$ cat config.mk
export PLATFORM = sky130hd
export DESIGN_NAME = awg_seq_ctrl
export DESIGN_NICKNAME = d
export VERILOG_FILES = /design/src/rtl/awg_seq_ctrl.sv
export SDC_FILE = /design/constraint.sdc
export NUM_CORES = 1
export LEC_CHECK = 0
export CAP_MARGIN = 20
export CORE_ASPECT_RATIO = 1.5
export CORE_MARGIN = 3
export CORE_UTILIZATION = 28
export CTS_CLUSTER_DIAMETER = 80
export CTS_CLUSTER_SIZE = 25
export DETAILED_ROUTE_END_ITERATION = 7
export GPL_TIMING_DRIVEN = 0
export PLACE_DENSITY_LB_ADDON = 0.05
export SLEW_MARGIN = 25
export SYNTH_ARGS = -nofsm -noshare
export SYNTH_HDL_FRONTEND = slang
export SYNTH_SLANG_ARGS = --single-unit
export TNS_END_PERCENT = 10
$ cat constraint.sdc
create_clock -name clk -period 5.5 [get_ports clk]
set_input_delay 0.55 -clock clk [delete_from_list [all_inputs] [get_ports clk]]
set_output_delay 0.55 -clock clk [all_outputs]
set_load 0.005 [all_outputs]
$ cat src/rtl/awg_seq_ctrl.sv
// -----------------------------------------------------------------------------
// awg_seq_ctrl
//
// Sequencer for an arbitrary waveform generator. A phase accumulator advances
// by a configurable frequency step while the sequencer runs. Its top 14 bits,
// offset by a phase word, form the phase index driven to the generators.
// A new configuration is staged in a shadow register. It is applied when the
// run is armed, or on a period wrap while running, so a waveform period is
// never torn.
//
// Optional feature (compile-time macro AWG_BURST_EN):
//   defined   : cfg_burst port present; a nonzero burst count ends the run
//               after that many period wraps; zero means continuous.
//   undefined : no burst port or counter; generation runs until stop.
//
// Parameters
//   ACC_W    phase accumulator width (20..48)
//   BURST_W  burst counter width
//
// Ports
//   clk, rst_n      clock, asynchronous active-low reset
//   start           one-cycle run request (honoured in IDLE only)
//   stop            one-cycle request to finish at the next period boundary
//   cfg_valid/ready configuration handshake
//   cfg_freq/amp/phase [/burst]  configuration fields
//   en              generator enable (RUN or DRAIN)
//   cnt             registered phase index (0 while en=0)
//   state_freq/amp/phase  active configuration
//   wrap            one-cycle pulse after an accumulate that carried out
//   busy            sequencer not in IDLE
//   done            one-cycle pulse when a run returns to IDLE
//   fsm_state       current FSM state (IDLE=0, ARM=1, RUN=2, DRAIN=3)
// -----------------------------------------------------------------------------
module awg_seq_ctrl #(
  parameter int ACC_W   = 32,
  parameter int BURST_W = 16
) (
  input  logic               clk,
  input  logic               rst_n,
  input  logic               start,
  input  logic               stop,
  input  logic               cfg_valid,
  output logic               cfg_ready,
  input  logic [11:0]        cfg_freq,
  input  logic [2:0]         cfg_amp,
  input  logic [7:0]         cfg_phase,
`ifdef AWG_BURST_EN
  input  logic [BURST_W-1:0] cfg_burst,
`endif
  output logic               en,
  output logic [13:0]        cnt,
  output logic [11:0]        state_freq,
  output logic [2:0]         state_amp,
  output logic [7:0]         state_phase,
  output logic               wrap,
  output logic               busy,
  output logic               done,
  output logic [1:0]         fsm_state
);

  if (ACC_W < 20 || ACC_W > 48 || BURST_W < 1) begin : g_param_check
    $error("awg_seq_ctrl: ACC_W must be 20..48 and BURST_W at least 1");
  end

  typedef enum logic [1:0] {
    S_IDLE  = 2'd0,
    S_ARM   = 2'd1,
    S_RUN   = 2'd2,
    S_DRAIN = 2'd3
  } state_t;

  state_t           state, state_n;
  logic [ACC_W-1:0] acc, acc_n, step;
  logic [ACC_W:0]   sum;
  logic             carry, running, apply_cfg, finish;
  logic             pending;
  logic [11:0]      sh_freq;
  logic [2:0]       sh_amp;
  logic [7:0]       sh_phase;
  logic [7:0]       phase_n;
  logic [13:0]      cnt_n;
`ifdef AWG_BURST_EN
  logic [BURST_W-1:0] sh_burst, state_burst, burst_cnt, burst_cnt_n;
`endif

  assign running = (state == S_RUN) || (state == S_DRAIN);
  // The 12-bit step lands in the top 20 accumulator bits, so the frequency
  // resolution is independent of ACC_W.
  assign step    = {{(ACC_W-12){1'b0}}, state_freq} << (ACC_W - 20);
  assign sum     = {1'b0, acc} + {1'b0, step};
  assign carry   = sum[ACC_W];

  // Configuration handshake: a transfer happens on any cycle where
  // cfg_valid && cfg_ready. cfg_ready is simply !pending. Once a shadow is
  // pending, no further configuration is taken until that shadow is applied
  // (in ARM, or on a carry while in RUN).

  always_comb begin
    state_n   = state;
    acc_n     = acc;
    apply_cfg = 1'b0;
    finish    = 1'b0;
`ifdef AWG_BURST_EN
    burst_cnt_n = burst_cnt;
`endif
    case (state)
      S_IDLE: begin
        acc_n = '0;
        if (start && !stop) state_n = S_ARM;
      end
      S_ARM: begin
        apply_cfg = pending;
        state_n   = S_RUN;
`ifdef AWG_BURST_EN
        burst_cnt_n = '0;
`endif
      end
      S_RUN: begin
        acc_n = sum[ACC_W-1:0];
        if (carry) apply_cfg = pending;
`ifdef AWG_BURST_EN
        if (carry) begin
          burst_cnt_n = burst_cnt + 1'b1;
          if ((state_burst != '0) && (burst_cnt_n == state_burst)) finish = 1'b1;
        end
`endif
        if (!finish && stop) state_n = S_DRAIN;
      end
      S_DRAIN: begin
        acc_n = sum[ACC_W-1:0];
        // A zero step never carries, so DRAIN would otherwise never exit.
        if (carry || (state_freq == '0)) finish = 1'b1;
      end
      default: state_n = S_IDLE;
    endcase
    if (finish) begin
      state_n = S_IDLE;
      acc_n   = '0;
    end
  end

  // cnt is registered from the next accumulator value and next phase, so it
  // tracks acc one pipeline stage downstream of the adder and reads 0 when
  // the next state is not generating.
  assign phase_n = apply_cfg ? sh_phase : state_phase;
  assign cnt_n   = ((state_n == S_RUN) || (state_n == S_DRAIN))
                   ? (acc_n[ACC_W-1 -: 14] + {phase_n, 6'b0}) : 14'd0;

  always_ff @(posedge clk or negedge rst_n) begin
    if (!rst_n) begin
      state       <= S_IDLE;
      acc         <= '0;
      cnt         <= '0;
      wrap        <= 1'b0;
      done        <= 1'b0;
      pending     <= 1'b0;
      sh_freq     <= '0;
      sh_amp      <= '0;
      sh_phase    <= '0;
      state_freq  <= '0;
      state_amp   <= '0;
      state_phase <= '0;
    end else begin
      state <= state_n;
      acc   <= acc_n;
      cnt   <= cnt_n;
      wrap  <= running && carry;
      done  <= finish;
      if (apply_cfg) begin
        state_freq  <= sh_freq;
        state_amp   <= sh_amp;
        state_phase <= sh_phase;
        pending     <= 1'b0;
      end else if (cfg_valid && !pending) begin
        sh_freq  <= cfg_freq;
        sh_amp   <= cfg_amp;
        sh_phase <= cfg_phase;
        pending  <= 1'b1;
      end
    end
  end

`ifdef AWG_BURST_EN
  always_ff @(posedge clk or negedge rst_n) begin
    if (!rst_n) begin
      sh_burst    <= '0;
      state_burst <= '0;
      burst_cnt   <= '0;
    end else begin
      burst_cnt <= burst_cnt_n;
      if (apply_cfg) state_burst <= sh_burst;
      else if (cfg_valid && !pending) sh_burst <= cfg_burst;
    end
  end
`endif

  assign en        = running;
  assign busy      = (state != S_IDLE);
  assign cfg_ready = !pending;
  assign fsm_state = state;

endmodule

Yosys cells after proc, flatten, opt, wreduce, memory -nomap -nowiden
Index checks and enable logic that the tools add are counted.
{"block": "totals", "elab_cells": 50, "out_inout_bits": 44, "inputBits": 28, "register_bits": 97}
{"block": "op_classes", "n_eq_ne": 5, "n_bitwise": 1, "reduce_logical": 15, "addsub": 2, "n_mux": 14}
{"cell": "32-bit case mux with 2 select lines", "count": 1}
{"cell": "32-bit by 24-bit adder with 33-bit output", "count": 1}
{"cell": "32-bit two-way mux", "count": 1}
{"cell": "14-bit adder", "count": 1}
{"cell": "14-bit two-way mux", "count": 1}
{"cell": "12-bit logical NOT", "count": 1}
{"cell": "2-bit == test (second input constant)", "count": 4}
{"cell": "8-bit two-way mux", "count": 1}
{"cell": "2-bit two-way mux", "count": 3}
{"cell": "2-bit case mux with 3 select lines", "count": 1}
{"cell": "1-bit two-way mux", "count": 5}
{"cell": "2-bit nonzero test", "count": 2}
{"cell": "1-bit logical AND", "count": 3}
{"cell": "1-bit logical OR", "count": 3}
{"cell": "3-bit nonzero test", "count": 1}
{"cell": "2-bit by 1-bit == test with 1-bit output (second input constant)", "count": 1}
{"cell": "1-bit logical NOT", "count": 2}
{"cell": "2-bit logical NOT", "count": 1}
{"cell": "1-bit case mux with 2 select lines", "count": 1}
{"cell": "2-bit AND reduction", "count": 1}
{"cell": "2-bit OR reduction", "count": 1}
{"cell": "1-bit inverter", "count": 1}

Longest topological paths before layout
Gate-level depths: netlist (run 1).
{"block": "logic_depth", "ltp_word": 8, "mapped_depth": 20}

Worst setup path after synthesis (run 1)
No wires, ideal clock.
{"block": "synth_path", "path_kind": "register to register", "start": "register state_freq[0]", "end": "register cnt[12]", "path_stages_with_launch": 20, "setup_time_ns": 0.132, "setup_slack_ns": 1.294, "arrival_ns": 4.074, "path_buffers": 1, "required_ns": 5.368, "path_cell_list": "dfrtp_1 -> ha_1 -> inv_1 -> fa_1 -> nand2b_1 -> a211o_1 -> a211oi_1 -> o2111a_1 -> o21ai_1 -> clkbuf_1 -> mux2_1 -> ha_1 -> fa_1 -> a21o_1 -> a21o_1 -> a21oi_1 -> nor2_1 -> nor2_1 -> xor2_1 -> nor2_1"}
{"block": "synth_via", "word_cells_on_any_way": 16}
{"element": "start: declaration", "line": "52", "text": "output logic [11:0] state_freq,"}
{"element": "start signal: assignment", "line": "170", "text": "state_freq <= sh_freq;"}
{"element": "32-bit by 24-bit adder with 33-bit output", "line": "90", "text": "assign sum = {1'b0, acc} + {1'b0, step};"}
{"element": "1-bit two-way mux", "line": "120", "text": "if (carry) apply_cfg = pending;"}
{"element": "1-bit case mux with 2 select lines", "line": "106", "text": "case (state)"}
{"element": "8-bit two-way mux"}
{"element": "named net phase_n[0]", "line": "80", "text": "logic [7:0] phase_n;"}
{"element": "14-bit adder", "line": "147", "text": "? (acc_n[ACC_W-1 -: 14] + {phase_n, 6'b0}) : 14'd0;"}
{"element": "14-bit two-way mux", "line": "147"}
{"element": "named net cnt_n[12]", "line": "81", "text": "logic [13:0] cnt_n;"}
{"element": "end signal: assignment", "line": "166", "text": "cnt <= cnt_n;"}
{"element": "end: declaration", "line": "51", "text": "output logic [13:0] cnt,"}
The timed path passes the listed nets, and every way through them passes these cells.
A chain may end at the register's enable or synchronous reset.

Worst setup path after layout (run 1)
Ends and elaborated chain as after synthesis.

==> flow_summary.toml, run 1 <==
[synthesis]
synth_ff_type = "dfrtp_1"
synth_cells = 347
async_flop_share = 1.000
yosysSeqAreaShare = 0.5208
synth_area_um2 = 4084
syn_nets = 401
synth_area_per_cell_um2 = 11.77
synth-seq-cells = 85
yosysUniqueCellTypes = 49
ys_warn_count = 0
synth_edf_count = 0

[timing]
hold_viol = 0
max_freq_mhz = 199.0
finalMaxSlewViolations = 0
fin_crit_sh = 0.9135
fin_ws_ns = 0.4757
rsz0062_at_grt = "false"
fin_tns_setup_ns = 0
tightestPinTransition_ns = 0.6409
slew_headroom = 0.5727
period_needed_ns = 5.024
finalSetupViolCount = 0
clock_skew_ns = 0.01476

[drt]
avgRoutedWirePerCell_um = 16.35
drcViolationCount = 0
vias_per_cell = 4.599
firstDrtPassIters = 4
num_vias = 2879
antenna_left = 0
drt_iter0_markers = 85
routed_wl_um = 10230

[clock_tree]
cts_resized = 0
post_cts_buffers = 0
cts_tree = "yes"
clkLatencyLatePin_ns = 0.35
cts.sinks = 85
holdBufCountCts = 0
cts_made_buffers = 9
clkTransAtPathRegs_ns = 0.07
htreeDepth = 3
cts_root_buffer = "clkbuf_16"
cts_max_path_buffers = 2

[layout]
drive_above_1_share = 0.06221
fill_cells = 1427
n_antenna_cell = 0
final_common_cell = "dfrtp_1"
final_nets = 484
syn2layout_area_growth_pct = 31.83
most-common-layout-cells = "85 x dfrtp_1, 70 x clkdlybuf4s50_1, 44 x mux2_1, 37 x nor2_1, 24 x ha_1"

[die]
die_y_um = 153.9
die_w_um = 104.6
die_area_um2 = 16100
rows = 53
num_io_pins = 72
start_util = 0.2891
core_area_um2 = 14120

[global_route]
grt_first_pass_wirelength_um = 17250
grt_overflow = 0
antenna_found_initial = 0
grt_use_total = 0.1387
grt_max_degree = 68
first_global_vias = 3126

[critical_path]
cp.required_ns = 5.70
start_kind = "flip-flop"
slowest_delay_ns = 0.47
cp-end-kind = "flip-flop"
arrival_ns = 5.22
worst-path-buf-inv = 2
cp_common_cell = "nor2_1"
slowest_stage = "mux2_1"
worstSetupPathType = "flip-flop to flip-flop"
critPathTopFamily = "compound AO/OA/AOI/OAI gates"
cp_max_fo = 10
path_cells = "ha_1 -> inv_1 -> fa_1 -> nand2b_1 -> a211o_1 -> a211oi_1 -> o2111a_1 -> o21ai_1 -> clkbuf_1 -> mux2_1 -> ha_1 -> fa_1 -> a21o_1 -> a21o_1 -> a21oi_1 -> nor2_1 -> nor2_1 -> xor2_1 -> nor2_1"

[placed_design]
dpl.hpwl_um = 7725
port_buffers = 71
gp_congestion = 0.7394
pre_cts_ws_ns = 0.3818

[power_and_ir_drop]
worst_ir_drop_vdd_mv = 0.2061
powerDensity_nw_per_um2 = 548.3
power.leakage_uw = 0.002451

[run]
maxCapViolations = 0

[outcome]
status = "finished clean"

[worst_hold_path]
hold_class = "input port to async pin"
-- worst register-to-register path, delay by kind of cell (launching register included) --
family	cells	cell delay (ns)
buffers and inverters	2	0.43
AND/OR/NAND/NOR	4	0.43
flip-flops	1	0.43
XOR/XNOR	1	0.21
adder cells (fa/ha/maj)	4	1.28
AO/OA/AOI/OAI	7	1.64
multiplexers	1	0.47
-- layer usage --
layer | share of wire | wire length [um] | global-route usage | up-vias
li1 | - | - | - | 1397
met1 | 0.41 | 4222 | 0.1639 | 1417
met2 | 0.53 | 5426 | 0.2461 | 56
met3 | 0.043 | 435 | 0.03696 | 9
met4 | 0.015 | 149 | 0.04128 | 0
met5 | 0 | 0 | 0 | -
-- cell families after synthesis --
group	synth area share
simple gates	0.1075
flops	0.5208
compound gates	0.1011
mux	0.1241
fa+ha+maj	0.08333
buf+inv	0.02022
xor+xnor	0.04289
-- path summary, 6_finish.rpt --
| check | from | to | slack (ns) | cells after the start |
|---|---|---|---|---|
| min reg2reg | sh_phase[2] | sh_phase[2] | 0.48 | 1 |
| max in group asynchronous | rst_n | cnt[7] | 4.85 | 2 |
| max | state_freq[0] | cnt[12] | 0.48 | 19 |
| min in group clk | sh_phase[2] | sh_phase[2] | 0.48 | 1 |
| max reg2reg | state_freq[0] | cnt[12] | 0.48 | 19 |
| min | rst_n | sh_freq[4] | 0.03 | 1 |
-- cells in the mapped netlist, types with 5 or more instances --
cell,n,area [um^2]
a21o_1,11,82.58
mux2_1,44,495.5
and2_1,5,31.28
clkbuf_1,8,30.03
nor2_1,37,138.9
inv_1,10,37.54
xnor2_1,10,87.58
a21oi_1,12,60.06
nand3_1,7,35.03
xor2_1,10,87.58
dfrtp_1,85,2127
nand2_1,15,56.30
o21ai_1,9,45.04
ha_1,24,300.3
-- stage by stage --
step / utilization / area (um^2) / cells / total power, uW / hold WS, ns
after floorplan: - / 4084 / 347 / 1785 / 0.2544
after global placement: 0.3565 / 5035 / 610 / 2311 / 0.4612
after detailed placement: 0.3585 / 5064 / 611 / 2325 / 0.4051
after CTS: 0.3811 / 5383 / 626 / 3014 / 0.02936
after global routing: 0.3812 / 5384 / 626 / 3204 / 0.02667
final: 0.3812 / 5384 / 626 / 2952 / 0.02654
-- cell type report --
type / instances / area, um^2 / share of cell area
clock buffer: 9 / 225.2 / 0.04183
timing repair buffer: 72 / 739.5 / 0.1373
inverter: 13 / 48.80 / 0.009063
clock inverter: 6 / 93.84 / 0.01743
tap: 192 / 240.2 / 0.04462
sequential: 85 / 2127 / 0.3951
multi-input combinational: 240 / 1874 / 0.3481
buffer: 9 / 35.03 / 0.006507
-- flip-flops by register name, indices dropped and copies added (netlist names) --
register     flops
state_phase      8
cnt             14
done             1
state_freq      12
sh_phase         8
acc             20
fsm_state        2
state_amp        3
wrap             1
sh_amp           3
sh_freq         12
pending          1
-- where the power goes --
| part | internal (uW) | leakage [uW] | switching [uW] | total, uW |
|---|---|---|---|---|
| Combinational | 635 | 0.00123 | 588 | 1220 |
| Clock | 401 | 0.000153 | 272 | 672 |
| Sequential | 890 | 0.00107 | 167 | 1060 |
| Total | 1930 | 0.00245 | 1030 | 2950 |
Power figures use the tool's default switching activity.
==> run 2: changes to the inputs <==
--- a/config.mk
+++ b/config.mk
@@ -14,6 +14,7 @@
 export DETAILED_ROUTE_END_ITERATION = 7
 export GPL_TIMING_DRIVEN = 0
 export PLACE_DENSITY_LB_ADDON = 0.05
+export RECOVER_POWER = 25
 export SLEW_MARGIN = 25
 export SYNTH_ARGS = -nofsm -noshare
 export SYNTH_HDL_FRONTEND = slang
==> constraint.sdc (replaced) <==
create_clock -name clk -period 5.5 [get_ports clk]
set_input_delay 1.1 -clock clk [delete_from_list [all_inputs] [get_ports clk]]
set_output_delay 1.1 -clock clk [all_outputs]
set_load 0.005 [all_outputs]
==> flow_summary.toml, run 2 (synthesis gave the netlist of run 1 again) <==
[critical_path]
r2r_setup_slack_ns = 0.47
cp.required_ns = 5.70
slowest_delay_ns = 0.47
cp_common_cell = "nor2_1"
path_cells = "ha_1 -> inv_1 -> fa_1 -> nand2b_1 -> a211o_1 -> a211oi_1 -> o2111a_1 -> o21ai_1 -> clkbuf_1 -> mux2_1 -> ha_1 -> fa_1 -> a21o_1 -> a21o_1 -> a21oi_1 -> nor2_1 -> nor2_1 -> xor2_1 -> nor2_1"
cp-end-kind = "flip-flop"
worst-path-buf-inv = 2
slowest_stage = "mux2_1"
start_kind = "flip-flop"
critPathTopFamily = "compound AO/OA/AOI/OAI gates"
cp_max_fo = 10
arrival_ns = 5.23
r2r_cells = 19
worstSetupPathType = "flip-flop to flip-flop"
critPathLaunch = "state_freq[0]"
crit_cells = 19
r2r-end = "cnt[12]"
crit_path_end = "cnt[12]"
r2r-start = "state_freq[0]"

[timing]
clock_skew_ns = 0.01444
rsz0062_at_grt = "false"
max_freq_mhz = 198.6
finalMaxSlewViolations = 68
slew_headroom = -1.057
fin_crit_sh = 0.9153
hold_viol = 0
fin_ws_ns = 0.4658
tightestPinTransition_ns = 3.085
fin_tns_setup_ns = 0
period_needed_ns = 5.034
finalSetupViolCount = 0

[run]
maxCapViolations = 1

[layout]
fill_cells = 1430
top_regs = "acc (20), cnt (14)"
largest_reg_flops = 20
n_antenna_cell = 0
final_common_cell = "dfrtp_1"
final_nets = 484
most-common-layout-cells = "85 x dfrtp_1, 70 x clkdlybuf4s50_1, 44 x mux2_1, 37 x nor2_1, 24 x ha_1"
syn2layout_area_growth_pct = 31.28
drive_above_1_share = 0.05760
top_register = "acc"

[worst_hold_path]
hold_class = "flip-flop to flip-flop"

[clock_tree]
clkTransAtPathRegs_ns = 0.07
cts.sinks = 85
htreeDepth = 3
cts_tree = "yes"
cts_made_buffers = 9
post_cts_buffers = 0
clkLatencyLatePin_ns = 0.35
cts_root_buffer = "clkbuf_16"
cts_max_path_buffers = 2

[die]
die_w_um = 104.6
rows = 53
num_io_pins = 72
die_y_um = 153.9
start_util = 0.2891
die_area_um2 = 16100
core_area_um2 = 14120

[drt]
avgRoutedWirePerCell_um = 16.38
firstDrtPassIters = 4
routed_wl_um = 10260
vias_per_cell = 4.620
drcViolationCount = 0
num_vias = 2892
drt_iter0_markers = 82
antenna_left = 0

[power_and_ir_drop]
power.leakage_uw = 0.002447
powerDensity_nw_per_um2 = 550.4
worst_ir_drop_vdd_mv = 0.2056

[global_route]
antenna_found_initial = 0
grt_overflow = 0
grt_use_total = 0.1387
first_global_vias = 3126
grt_first_pass_wirelength_um = 17250
grt_max_degree = 68

[placed_design]
pre_cts_ws_ns = 0.3818
gp_congestion = 0.7394
port_buffers = 71
dpl.hpwl_um = 7725

[outcome]
violations = "capacitance limit, slew limit"
status = "finished with violations"
## run 2: cell types whose count changed in the layout (fill, tap and decap cells not counted), sizes merged
cell	previous run	this run
dlymetal6s4s	0	1
clkbuf	17	18
buf	3	1
## run 2: final cells by class
| cell class | count | area [um^2] | area share |
|---|---|---|---|
| sequential | 85 | 2127 | 0.3967 |
| multi-input combinational | 240 | 1874 | 0.3496 |
| timing repair buffer | 72 | 716.9 | 0.1337 |
| tap | 192 | 240.2 | 0.04481 |
| clock buffer | 9 | 225.2 | 0.04201 |
| clock inverter | 6 | 93.84 | 0.01750 |
| inverter | 13 | 48.80 | 0.009102 |
| buffer | 9 | 35.03 | 0.006534 |
## run 2: per-layer routing
layer | GRT usage | share of wire | up-vias
met2 | 0.2461 | 0.52 | 54
met3 | 0.03696 | 0.040 | 11
met1 | 0.1639 | 0.42 | 1429
met5 | 0 | 0 | -
met4 | 0.04128 | 0.019 | 0
li1 | - | - | 1398
## run 2: repair_timing
item	CTS	global route
resized for setup	0	2
setup endpoints to repair	0	1
hold buffers	0	0
## run 2: worst min-delay path by stage
| stage | from | end | slack, ns | cells after the start |
|---|---|---|---|---|
| final | sh_phase[2] | sh_phase[2] | 0.48 | 1 |
| after global routing | sh_amp[2] | sh_amp[2] | 0.50 | 1 |
| after CTS | sh_freq[3] | state_freq[3] | 0.49 | 1 |
| after detailed placement | sh_freq[0] | state_freq[0] | 0.47 | 1 |
| after global placement | sh_amp[1] | state_amp[1] | 0.46 | 1 |
| after floorplan | sh_amp[0] | state_amp[0] | 0.45 | 1 |
## run 2: metrics by stage
stage | total power, uW | utilization | hold WS, ns | std cells | instance area [um^2]
2_1_floorplan | 1785 | - | 0.4502 | 347 | 4084
3_3_place_gp | 2311 | 0.3565 | 0.4612 | 610 | 5035
3_5_place_dp | 2325 | 0.3585 | 0.4667 | 611 | 5064
4_1_cts | 3014 | 0.3811 | 0.4856 | 626 | 5383
5_1_grt | 3202 | 0.3796 | 0.5045 | 626 | 5361
6_report | 2951 | 0.3796 | 0.4808 | 626 | 5361
## run 2: power by group
group / switching [uW] / total [uW] / internal (uW)
sequential: 168 / 1060 / 890
clock: 271 / 671 / 401
combinational: 589 / 1220 / 633
total: 1030 / 2950 / 1920
## run 2: worst register-to-register path, delay by kind of cell, from the launching register on
| kind | cells | cell delay [ns] |
|---|---|---|
| adders and majority gates | 4 | 1.28 |
| DFF | 1 | 0.43 |
| and+or+nand+nor | 4 | 0.43 |
| buffers and inverters | 2 | 0.43 |
| xor gates and xnor gates | 1 | 0.21 |
| AOI/OAI and AO/OA | 7 | 1.65 |
| muxes | 1 | 0.47 |
